**src/rtl/bram_arb_pkg.sv**
```systemverilog
// ============================================================================
// Module  : bram_arb_pkg
// Purpose : Shared constants and types for the two-port BRAM arbiter.
// Rev     : 1.0
// ============================================================================
`default_nettype none

package bram_arb_pkg;

    localparam logic PORT_CPU = 1'b0;
    localparam logic PORT_DBG = 1'b1;

    localparam int DEF_ADDR_W = 10;
    localparam int DEF_DATA_W = 16;
    localparam int DEF_RD_LAT = 1;

    typedef enum logic [1:0] {
        OWN_NONE = 2'd0,
        OWN_CPU  = 2'd1,
        OWN_DBG  = 2'd2
    } owner_t;

    typedef struct packed {
        logic valid;
        logic port;
    } rd_tag_t;

endpackage

`default_nettype wire

```
**src/rtl/bram_rd_tracker.sv**
```systemverilog
// ============================================================================
// Module  : bram_rd_tracker
// Purpose : RD_LAT-deep read tag delay line; steers rvalid to the issuing port.
// Rev     : 1.0
// ============================================================================
`default_nettype none

module bram_rd_tracker
    import bram_arb_pkg::*;
#(
    parameter int RD_LAT = DEF_RD_LAT
) (
    input  logic    clk,
    input  logic    RESET,
    input  rd_tag_t tag_in,
    output logic    rvalid0,
    output logic    rvalid1
);

    rd_tag_t r_pipe [RD_LAT];

    always_ff @(posedge clk or posedge RESET) begin
        if (RESET) begin
            for (int i = 0; i < RD_LAT; i++) begin
                r_pipe[i] <= '0;
            end
        end else begin
            r_pipe[0] <= tag_in;
            for (int i = 1; i < RD_LAT; i++) begin
                r_pipe[i] <= r_pipe[i-1];
            end
        end
    end

    assign rvalid0 = r_pipe[RD_LAT-1].valid && (r_pipe[RD_LAT-1].port == PORT_CPU);
    assign rvalid1 = r_pipe[RD_LAT-1].valid && (r_pipe[RD_LAT-1].port == PORT_DBG);

endmodule

`default_nettype wire

```
**src/rtl/bram_port_arbiter.sv**
```systemverilog
// ============================================================================
// Module  : bram_port_arbiter
// Purpose : Shares one single-port BRAM between CPU (port 0) and debug (port 1)
//           with lock/burst support. Define BRAM_ARB_RR_EN for round-robin.
// Rev     : 1.0
// ============================================================================
`default_nettype none

module bram_port_arbiter
    import bram_arb_pkg::*;
#(
    parameter int ADDR_W    = DEF_ADDR_W,
    parameter int DATA_W    = DEF_DATA_W,
    parameter int RD_LAT    = DEF_RD_LAT,
    parameter int MAX_BURST = 8
) (
    input  logic              clk,
    input  logic              RESET,
    input  logic              req0,
    input  logic              req1,
    input  logic              we0,
    input  logic              we1,
    input  logic              lock0,
    input  logic              lock1,
    input  logic [ADDR_W-1:0] addr0,
    input  logic [ADDR_W-1:0] addr1,
    input  logic [DATA_W-1:0] wdata0,
    input  logic [DATA_W-1:0] wdata1,
    output logic              gnt0,
    output logic              gnt1,
    output logic              rvalid0,
    output logic              rvalid1,
    output logic [DATA_W-1:0] rdata,
    output logic              bram_ce,
    output logic              bram_wre,
    output logic [ADDR_W-1:0] bram_addr,
    output logic [DATA_W-1:0] bram_di,
    input  logic [DATA_W-1:0] bram_do
);

    localparam logic [7:0] C_MAX_BURST = 8'(MAX_BURST);

    owner_t     r_owner;
    logic [7:0] r_burst_cnt;
    logic       r_burst_port;   // port that r_burst_cnt is counting for
    logic       w_cap;
    logic       w_pref;
    logic       w_win_valid;
    logic       w_win;
    logic       w_other_req;
    logic       w_win_lock;
    rd_tag_t    w_tag;

`ifdef BRAM_ARB_RR_EN
    logic r_last;
    assign w_pref = ~r_last;
`else
    assign w_pref = PORT_CPU;
`endif

    always_comb begin
        w_win_valid = 1'b0;
        w_win       = PORT_CPU;
        w_cap       = (r_burst_cnt == C_MAX_BURST);
        if (r_owner == OWN_CPU && req0) begin
            w_win_valid = 1'b1;
            w_win       = (w_cap && r_burst_port == PORT_CPU && req1) ? PORT_DBG : PORT_CPU;
        end else if (r_owner == OWN_DBG && req1) begin
            w_win_valid = 1'b1;
            w_win       = (w_cap && r_burst_port == PORT_DBG && req0) ? PORT_CPU : PORT_DBG;
        end else if (req0 && !req1) begin
            w_win_valid = 1'b1;
            w_win       = PORT_CPU;
        end else if (req1 && !req0) begin
            w_win_valid = 1'b1;
            w_win       = PORT_DBG;
        end else if (req0 && req1) begin
            w_win_valid = 1'b1;
            w_win       = w_cap ? ~r_burst_port : w_pref;
        end
    end

    // Grants are forced low while reset is held so the BRAM sees no access.
    assign gnt0        = w_win_valid && (w_win == PORT_CPU) && !RESET;
    assign gnt1        = w_win_valid && (w_win == PORT_DBG) && !RESET;
    assign bram_ce     = gnt0 || gnt1;
    assign bram_wre    = bram_ce && (gnt1 ? we1 : we0);
    assign bram_addr   = gnt1 ? addr1 : addr0;
    assign bram_di     = gnt1 ? wdata1 : wdata0;
    assign rdata       = bram_do;
    assign w_other_req = (w_win == PORT_DBG) ? req0 : req1;
    assign w_win_lock  = (w_win == PORT_DBG) ? lock1 : lock0;

    always_ff @(posedge clk or posedge RESET) begin
        if (RESET) begin
            r_owner      <= OWN_NONE;
            r_burst_cnt  <= 8'd0;
            r_burst_port <= PORT_CPU;
        end else if (bram_ce) begin
            r_burst_port <= w_win;
            if (!w_other_req) begin
                r_burst_cnt <= 8'd0;
            end else if (w_win == r_burst_port && r_burst_cnt != 8'd0) begin
                r_burst_cnt <= w_cap ? r_burst_cnt : r_burst_cnt + 8'd1;
            end else begin
                r_burst_cnt <= 8'd1;
            end
            if (w_win_lock) begin
                r_owner <= (w_win == PORT_DBG) ? OWN_DBG : OWN_CPU;
            end else begin
                r_owner <= OWN_NONE;
            end
        end else begin
            r_burst_cnt <= 8'd0;
            r_owner     <= OWN_NONE;
        end
    end

`ifdef BRAM_ARB_RR_EN
    always_ff @(posedge clk or posedge RESET) begin
        if (RESET) begin
            r_last <= PORT_DBG;
        end else if (bram_ce) begin
            r_last <= w_win;
        end
    end
`endif

    assign w_tag.valid = bram_ce && !bram_wre;
    assign w_tag.port  = gnt1;

    bram_rd_tracker #(
        .RD_LAT (RD_LAT)
    ) u_rd_tracker (
        .clk     (clk),
        .RESET   (RESET),
        .tag_in  (w_tag),
        .rvalid0 (rvalid0),
        .rvalid1 (rvalid1)
    );

endmodule

`default_nettype wire

```
**config.mk**
```make
export PLATFORM = sky130hd
export DESIGN_NAME = bram_port_arbiter
export DESIGN_NICKNAME = d
export VERILOG_FILES = /design/src/rtl/bram_arb_pkg.sv /design/src/rtl/bram_rd_tracker.sv /design/src/rtl/bram_port_arbiter.sv
export SDC_FILE = /design/constraint.sdc
export NUM_CORES = 1
export LEC_CHECK = 0
export ABC_CLOCK_PERIOD_IN_PS = 3150
export CORE_MARGIN = 5
export CORE_UTILIZATION = 30
export CTS_CLUSTER_DIAMETER = 150
export DETAILED_ROUTE_END_ITERATION = 16
export GPL_ROUTABILITY_DRIVEN = 0
export GPL_TIMING_DRIVEN = 0
export PLACE_DENSITY = 0.82
export SYNTH_ARGS = -nofsm -noshare
export SYNTH_HDL_FRONTEND = slang
export SYNTH_SLANG_ARGS = --single-unit
```
**constraint.sdc**
```tcl
create_clock -name clk -period 3.15 [get_ports clk]
set_clock_uncertainty 0.15 [all_clocks]
set_input_delay 0.63 -clock clk [delete_from_list [all_inputs] [get_ports clk]]
set_output_delay 0.63 -clock clk [all_outputs]
set_load 0.005 [all_outputs]
```
== Word-level counts from Yosys, hierarchy flattened ==
Cells that the tools add are included.

* Register bits after elaboration: 13
* Input bits: 76

* Add/sub/neg operators: 1
* Eq/ne operators: 5
* Multiplexer cells: 25
* Bitwise gates (word level): 3
* Reductions and logical operators: 24

{| class="wikitable"
|+ Operators by type and width
! kind !! count
|-
| $mux 8 || 4
|-
| $logic_and 1x1->1 || 18
|-
| $mux 1 || 16
|-
| $mux 16 || 1
|-
| $mux 10 || 1
|-
| $add 8x1->8 const B || 1
|-
| $eq 8x4->1 const B || 1
|-
| $reduce_bool 8->1 || 1
|-
| $mux 2 || 3
|-
| $logic_not 1->1 || 4
|-
| $ne 4x4->1 const B || 1
|-
| $not 1->1 || 3
|-
| $eq 2x1->1 const B || 1
|-
| $eq 2x2->1 const B || 1
|-
| $eq 1x1->1 || 1
|-
| $logic_or 1x1->1 || 1
|}

== Depth between registers and ports, before layout ==
* Depth after elaboration: 14
* Mapped depth: 6
* Mapped depth without buffers: 5

== Modules after synthesis ==
A second synthesis with hierarchy kept.

* Cells, all modules: 118
* Area total of the unflattened synthesis: 1,238.7 µm²

{| class="wikitable"
|+ Modules (own cells, without submodules)
! module !! instances !! cells an instance !! area an instance (µm²)
|-
| bram_port_arbiter || 1 || 113 || 1,168.6
|-
| bram_rd_tracker || 1 || 5 || 70.1
|}

== Worst setup path after synthesis ==
Ideal clock, no wire load.

* Path kind: reg2out
* Start: register r_burst_cnt[2]
* End: output port bram_addr[0]
* Arrival time: 1.808 ns
* Slack: 0.562 ns
* Cell stages (with the launch flop): 6
* Cells stage by stage: dfrtp_1 > nor4_2 > and4b_1 > mux2i_2 > buf_6 > mux2_4

* Cells in the longest elaborated chain, start to end: 10

{| class="wikitable"
|+ Ends and longest elaborated chain
! what !! line !! text
|-
| from (decl) || bram_port_arbiter.sv:44 || <nowiki>logic [7:0] r_burst_cnt;</nowiki>
|-
| from (signal assigned) || bram_port_arbiter.sv:104 || <nowiki>r_burst_cnt <= w_cap ? r_burst_cnt : r_burst_cnt + 8'd1;</nowiki>
|-
| $eq 8x4->1 * || bram_port_arbiter.sv:64 || <nowiki>w_cap = (r_burst_cnt == C_MAX_BURST);</nowiki>
|-
| $mux 1 || bram_port_arbiter.sv:79 || <nowiki>w_win = w_cap ? ~r_burst_port : w_pref;</nowiki>
|-
| $mux 1 || bram_port_arbiter.sv:77 || <nowiki>end else if (req0 && req1) begin</nowiki>
|-
| $mux 1 || bram_port_arbiter.sv:74 || <nowiki>end else if (req1 && !req0) begin</nowiki>
|-
| $mux 1 || bram_port_arbiter.sv:71 || <nowiki>end else if (req0 && !req1) begin</nowiki>
|-
| $mux 1 || bram_port_arbiter.sv:68 || <nowiki>end else if (r_owner == OWN_DBG && req1) begin</nowiki>
|-
| $mux 1 * || bram_port_arbiter.sv:65 || <nowiki>if (r_owner == OWN_CPU && req0) begin</nowiki>
|-
| $logic_and 1x1->1 * (2 in series) || bram_port_arbiter.sv:85 || <nowiki>assign gnt1 = w_win_valid && (w_win == PORT_DBG) && !RESET;</nowiki>
|-
| $mux 10 * || bram_port_arbiter.sv:88 || <nowiki>assign bram_addr = gnt1 ? addr1 : addr0;</nowiki>
|-
| to (decl) || bram_port_arbiter.sv:36 || <nowiki>output logic [ADDR_W-1:0] bram_addr,</nowiki>
|}

Every way passes the cells marked *; elsewhere a longest branch is shown, timed or not.

== Final worst setup path ==
* Start: register r_burst_cnt[7]
* End: output port bram_di[3]

* Cells in the longest elaborated chain, start to end: 10

{| class="wikitable"
|+ Ends and longest elaborated chain
! what !! line !! text
|-
| $eq 8x4->1 * || bram_port_arbiter.sv:64 ||
|-
| $mux 1 || bram_port_arbiter.sv:79 ||
|-
| $mux 1 || bram_port_arbiter.sv:77 ||
|-
| $mux 1 || bram_port_arbiter.sv:74 ||
|-
| $mux 1 || bram_port_arbiter.sv:71 ||
|-
| $mux 1 || bram_port_arbiter.sv:68 ||
|-
| $mux 1 * || bram_port_arbiter.sv:65 ||
|-
| $logic_and 1x1->1 * (2 in series) || bram_port_arbiter.sv:85 ||
|-
| $mux 16 * || bram_port_arbiter.sv:89 || <nowiki>assign bram_di = gnt1 ? wdata1 : wdata0;</nowiki>
|-
| to (decl) || bram_port_arbiter.sv:37 || <nowiki>output logic [DATA_W-1:0] bram_di,</nowiki>
|}

Marked as above.

==> run summary <==
FLOORPLANNING
--------------------------------------------------------------------------------------
Die height                                                                    74.06 µm
Placement Rows                                                                      23
Starting density of the core                                                    30.78%
Top-level I/O count                                                                124
Area of the die                                                           0.005485 mm²
Core area                                                                 0.004000 mm²
Width of the die                                                              74.06 µm

LAYOUT
--------------------------------------------------------------------------------------
Share of the core filled with cells in the final layout                         62.75%
Non-Filler Cell Area, Final                                               0.002510 mm²
Fill cell count                                                                    330
Fraction of final layout cells sized beyond drive strength 1                    33.74%
Antenna Diode Count                                                                  0
NumNets Final                                                                      325
Area growth, synth to finish                                                    103.9%

LOGIC SYNTHESIS
--------------------------------------------------------------------------------------
Number of nets produced by synthesis                                               195
Distinct cell type count of the synthesized netlist                                 25
Yosys top cell area share                                                       31.71%
Leading cell types by count after synthesis                               26 x sky130_fd_sc_hd__mux2_4, 16 x sky130_fd_sc_hd__buf_4, 13 x sky130_fd_sc_hd__dfrtp_1, 9 x sky130_fd_sc_hd__nor2_1, 8 x sky130_fd_sc_hd__nand2_1
Most common cell in the synthesized netlist                               sky130_fd_sc_hd__mux2_4
YS warnings                                                                          0
FF+latch count, synth                                                               13
Cell area after technology mapping                                        0.001231 mm²
Async set-or-reset flop fraction in the synthesized netlist                     100.0%
Syn_area_per_cell                                                            10.52 µm²
Proportion of synthesized chip area in sequential cells                         26.42%
Cell taking the most area after synthesis                                 sky130_fd_sc_hd__mux2_4
Largest cells by area after synthesis                                     sky130_fd_sc_hd__mux2_4 32%, sky130_fd_sc_hd__dfrtp_1 26%, sky130_fd_sc_hd__buf_4 9.8%
Post-Synthesis Cells                                                               117
Most common flop cell mapped by yosys                                     sky130_fd_sc_hd__dfrtp_1
Post-synth EDFFs                                                                     0

GLOBAL ROUTE
--------------------------------------------------------------------------------------
Total congestion overflow                                                            0
Global Route Usage Sum                                                          15.88%
First-pass GRT wire length                                                    6.624 mm
Pin count of the biggest net entering global routing                                15
Number of antenna violations at the first check in global routing                    0
Via count of the first global-routing pass                                       1,360

TIMING
--------------------------------------------------------------------------------------
Hold Fails Final Rpt                                                                 0
Actual transition at the worst max-transition pin                            0.3458 ns
Number of max-slew violations in the final report                                    0
Achievable clock frequency                                                   324.1 MHz
Tcrit/Tclk final                                                                97.95%
Setup violations, final                                                              0
Worst slew slack as a fraction of its limit                                     76.88%
Final min period                                                              3.085 ns
Setup repair after global routing missed its margin                               true

SETUP PATH
--------------------------------------------------------------------------------------
Kind of cell with the highest combined delay on the critical path         simple AND/OR/NAND/NOR gates
Classification of the worst setup path                                      reg -> out
Highest cell delay on the worst timing path                                    0.38 ns
Total buffers and inverters traversed by the critical path                           3
Endpoint class of the critical path                                       primary output
Worst-case register-to-register setup slack                                    0.81 ns
Crit Path Max Fanout                                                                 6
Critical Path AT                                                               2.31 ns
Launch point of the worst path                                            r_burst_cnt[7]
List of cells traversed by the critical path                              nor4_2 > and4b_1 > mux2i_2 > buf_6 > buf_4 > mux2_4 > clkdlybuf4s15_2
Worst Path Required                                                            2.37 ns
Worst path slowest cell                                                   sky130_fd_sc_hd__dfrtp_1
Reg-to-reg endpoint                                                       u_rd_tracker.r_pipe[1]
Critical Path Source Type                                                    flip-flop
Beginning of the worst register-to-register path                          r_burst_cnt[7]
Reg2reg path depth                                                                   8

ROUTE
--------------------------------------------------------------------------------------
Routed Antenna Nets                                                                  0
Vias per std cell                                                                4.429
Average wire per cell in the routed design                                    15.85 µm
Residual DRC count                                                                   0
Starting DRT DRC Count                                                              19
Routed wire length                                                            4.692 mm
Via count                                                                        1,311
Pre-antenna DRT Iters                                                                4

OUTCOME
--------------------------------------------------------------------------------------
Run status                                                                finished, final reports clean

POWER
--------------------------------------------------------------------------------------
Ratio of total power to cell area                                         227.1 mW/mm²
Proportion of power drawn by flip-flops and latches                              30.6%
Net switching power of the design                                             134.8 µW
Final Power                                                                   570.1 µW
Internal                                                                      435.3 µW
Switching fraction of total power                                               23.65%
Clock network fraction of design power                                           26.4%
Share of power burned in combinational logic                                     42.9%
Worst-case vdd ir drop                                                        131.2 µV
Leakage component of the power                                             0.001237 µW

CLOCKING
--------------------------------------------------------------------------------------
Clock slew at the register clock pins of the worst setup and hold paths        0.06 ns
Post-cts hold buffer count                                                           0
H-tree depth reported by CTS                                                         1
Clock buffer count from CTS                                                          3
TritonCTS Sinks                                                                     13
Worst-Skew Late Latency                                                        0.25 ns
Clock tree from TritonCTS                                                         done
Buffer cell driving the clock tree root                                   sky130_fd_sc_hd__clkbuf_8
Buffers from clock root to sink, at most                                             2

PLACEMENT
--------------------------------------------------------------------------------------
IO Port Bufs                                                                       107
Half-perimeter wire length of the detailed placement result                   3.689 mm
Placed inst area                                                          0.002365 mm²

WORST HOLD PATH
--------------------------------------------------------------------------------------
Worst hold-check path type                                                 in -> async

FLOW RUN
--------------------------------------------------------------------------------------
Number of max-cap violations                                                         0

[repair_timing]
item / 4_1_cts / 5_1_grt
gates cloned: 1 / 0
setup buffers: 16 / 2
gates resized for setup: 60 / 22
endpoints found under the setup margin: 30 / 27
pin swaps: 2 / 1
[placed cells by master, fill, tap and decap left out, drive strengths merged, types with 3 or more instances in the layout]
cell type | Yosys | final
nand2 | 8 | 8
xor2 | 6 | 6
nor2 | 9 | 9
dlygate4sd2 | 0 | 7
buf | 19 | 42
a21oi | 4 | 4
clkdlybuf4s50 | 0 | 75
nand3 | 5 | 5
mux2 | 28 | 28
nor2b | 3 | 3
clkbuf | 0 | 10
clkdlybuf4s15 | 0 | 13
inv | 6 | 5
dfrtp | 13 | 13
[cell families (layout without fill, tap and decap cells)]
kind of cell | count (synthesis) | in the layout | share of synthesized area [%]
AOI/OAI and AO/OA | 6 | 6 | 2.541
muxes | 30 | 30 | 35.47
adders and majority gates | 2 | 2 | 2.032
DFF | 13 | 13 | 26.42
and+or+nand+nor | 34 | 34 | 14.23
xor gates and xnor gates | 7 | 7 | 4.980
buffers and inverters | 25 | 154 | 14.33
[area by class of cell]
| class | count | area (µm²) | share of cell area [%] |
|---|---|---|---|
| Inverter | 6 | 26.28 | 1.047 |
| Timing Repair Buffer | 126 | 1161 | 46.26 |
| Sequential cell | 13 | 325.3 | 12.96 |
| Multi-Input combinational cell | 79 | 729.5 | 29.06 |
| Clock buffer | 4 | 45.04 | 1.795 |
| Tap cell | 50 | 62.56 | 2.493 |
| Buffer | 18 | 160.2 | 6.381 |
[power groups by stage]
stage	sequential (µW)	clock, µW	combinational [µW]
floorplan	177	0	91.2
global placement	177	0	250
detailed placement	177	0	255
CTS	175	153	245
global route	175	162	260
finish	175	151	245
[metrics by stage]
step,setup WS [ns],TNS (ns),hold WS [ns],cells
6_report,0.06455,0,0.3834,296
5_1_grt,-0.03180,-0.03371,0.4000,296
4_1_cts,-0.0004090,-0.0004090,0.3873,295
3_5_place_dp,-0.4585,-8.384,0.4003,274
3_3_place_gp,-0.3809,-7.661,0.3909,274
2_1_floorplan,0.5618,0,0.3541,117
[flip-flops by register name, indices dropped and copies added (netlist names)]
name	count
r_burst_cnt	8
r_owner	2
u_rd_tracker.r_pipe	2
r_burst_port	1
[how the worst max path moves through the flow]
stage	slack, ns	end	cells past startpoint
floorplan	0.56	bram_addr[0]	5
global placement	-0.38	bram_wre	7
detailed placement	-0.46	bram_wre	7
CTS	-0.0004	bram_addr[9]	8
global route	-0.03	bram_di[3]	7
finish	0.06	bram_di[3]	7
[metal layers]
metal | wire, µm | GRT usage (%) | vias to the layer above
met3 | 440 | 3.784 | 13
met1 | 1623 | 17.77 | 586
li1 | - | - | 641
met5 | 0 | 0 | -
met4 | 163 | 8.853 | 0
met2 | 2465 | 27.56 | 71
Note: power is estimated with default switching activity, not from simulation.
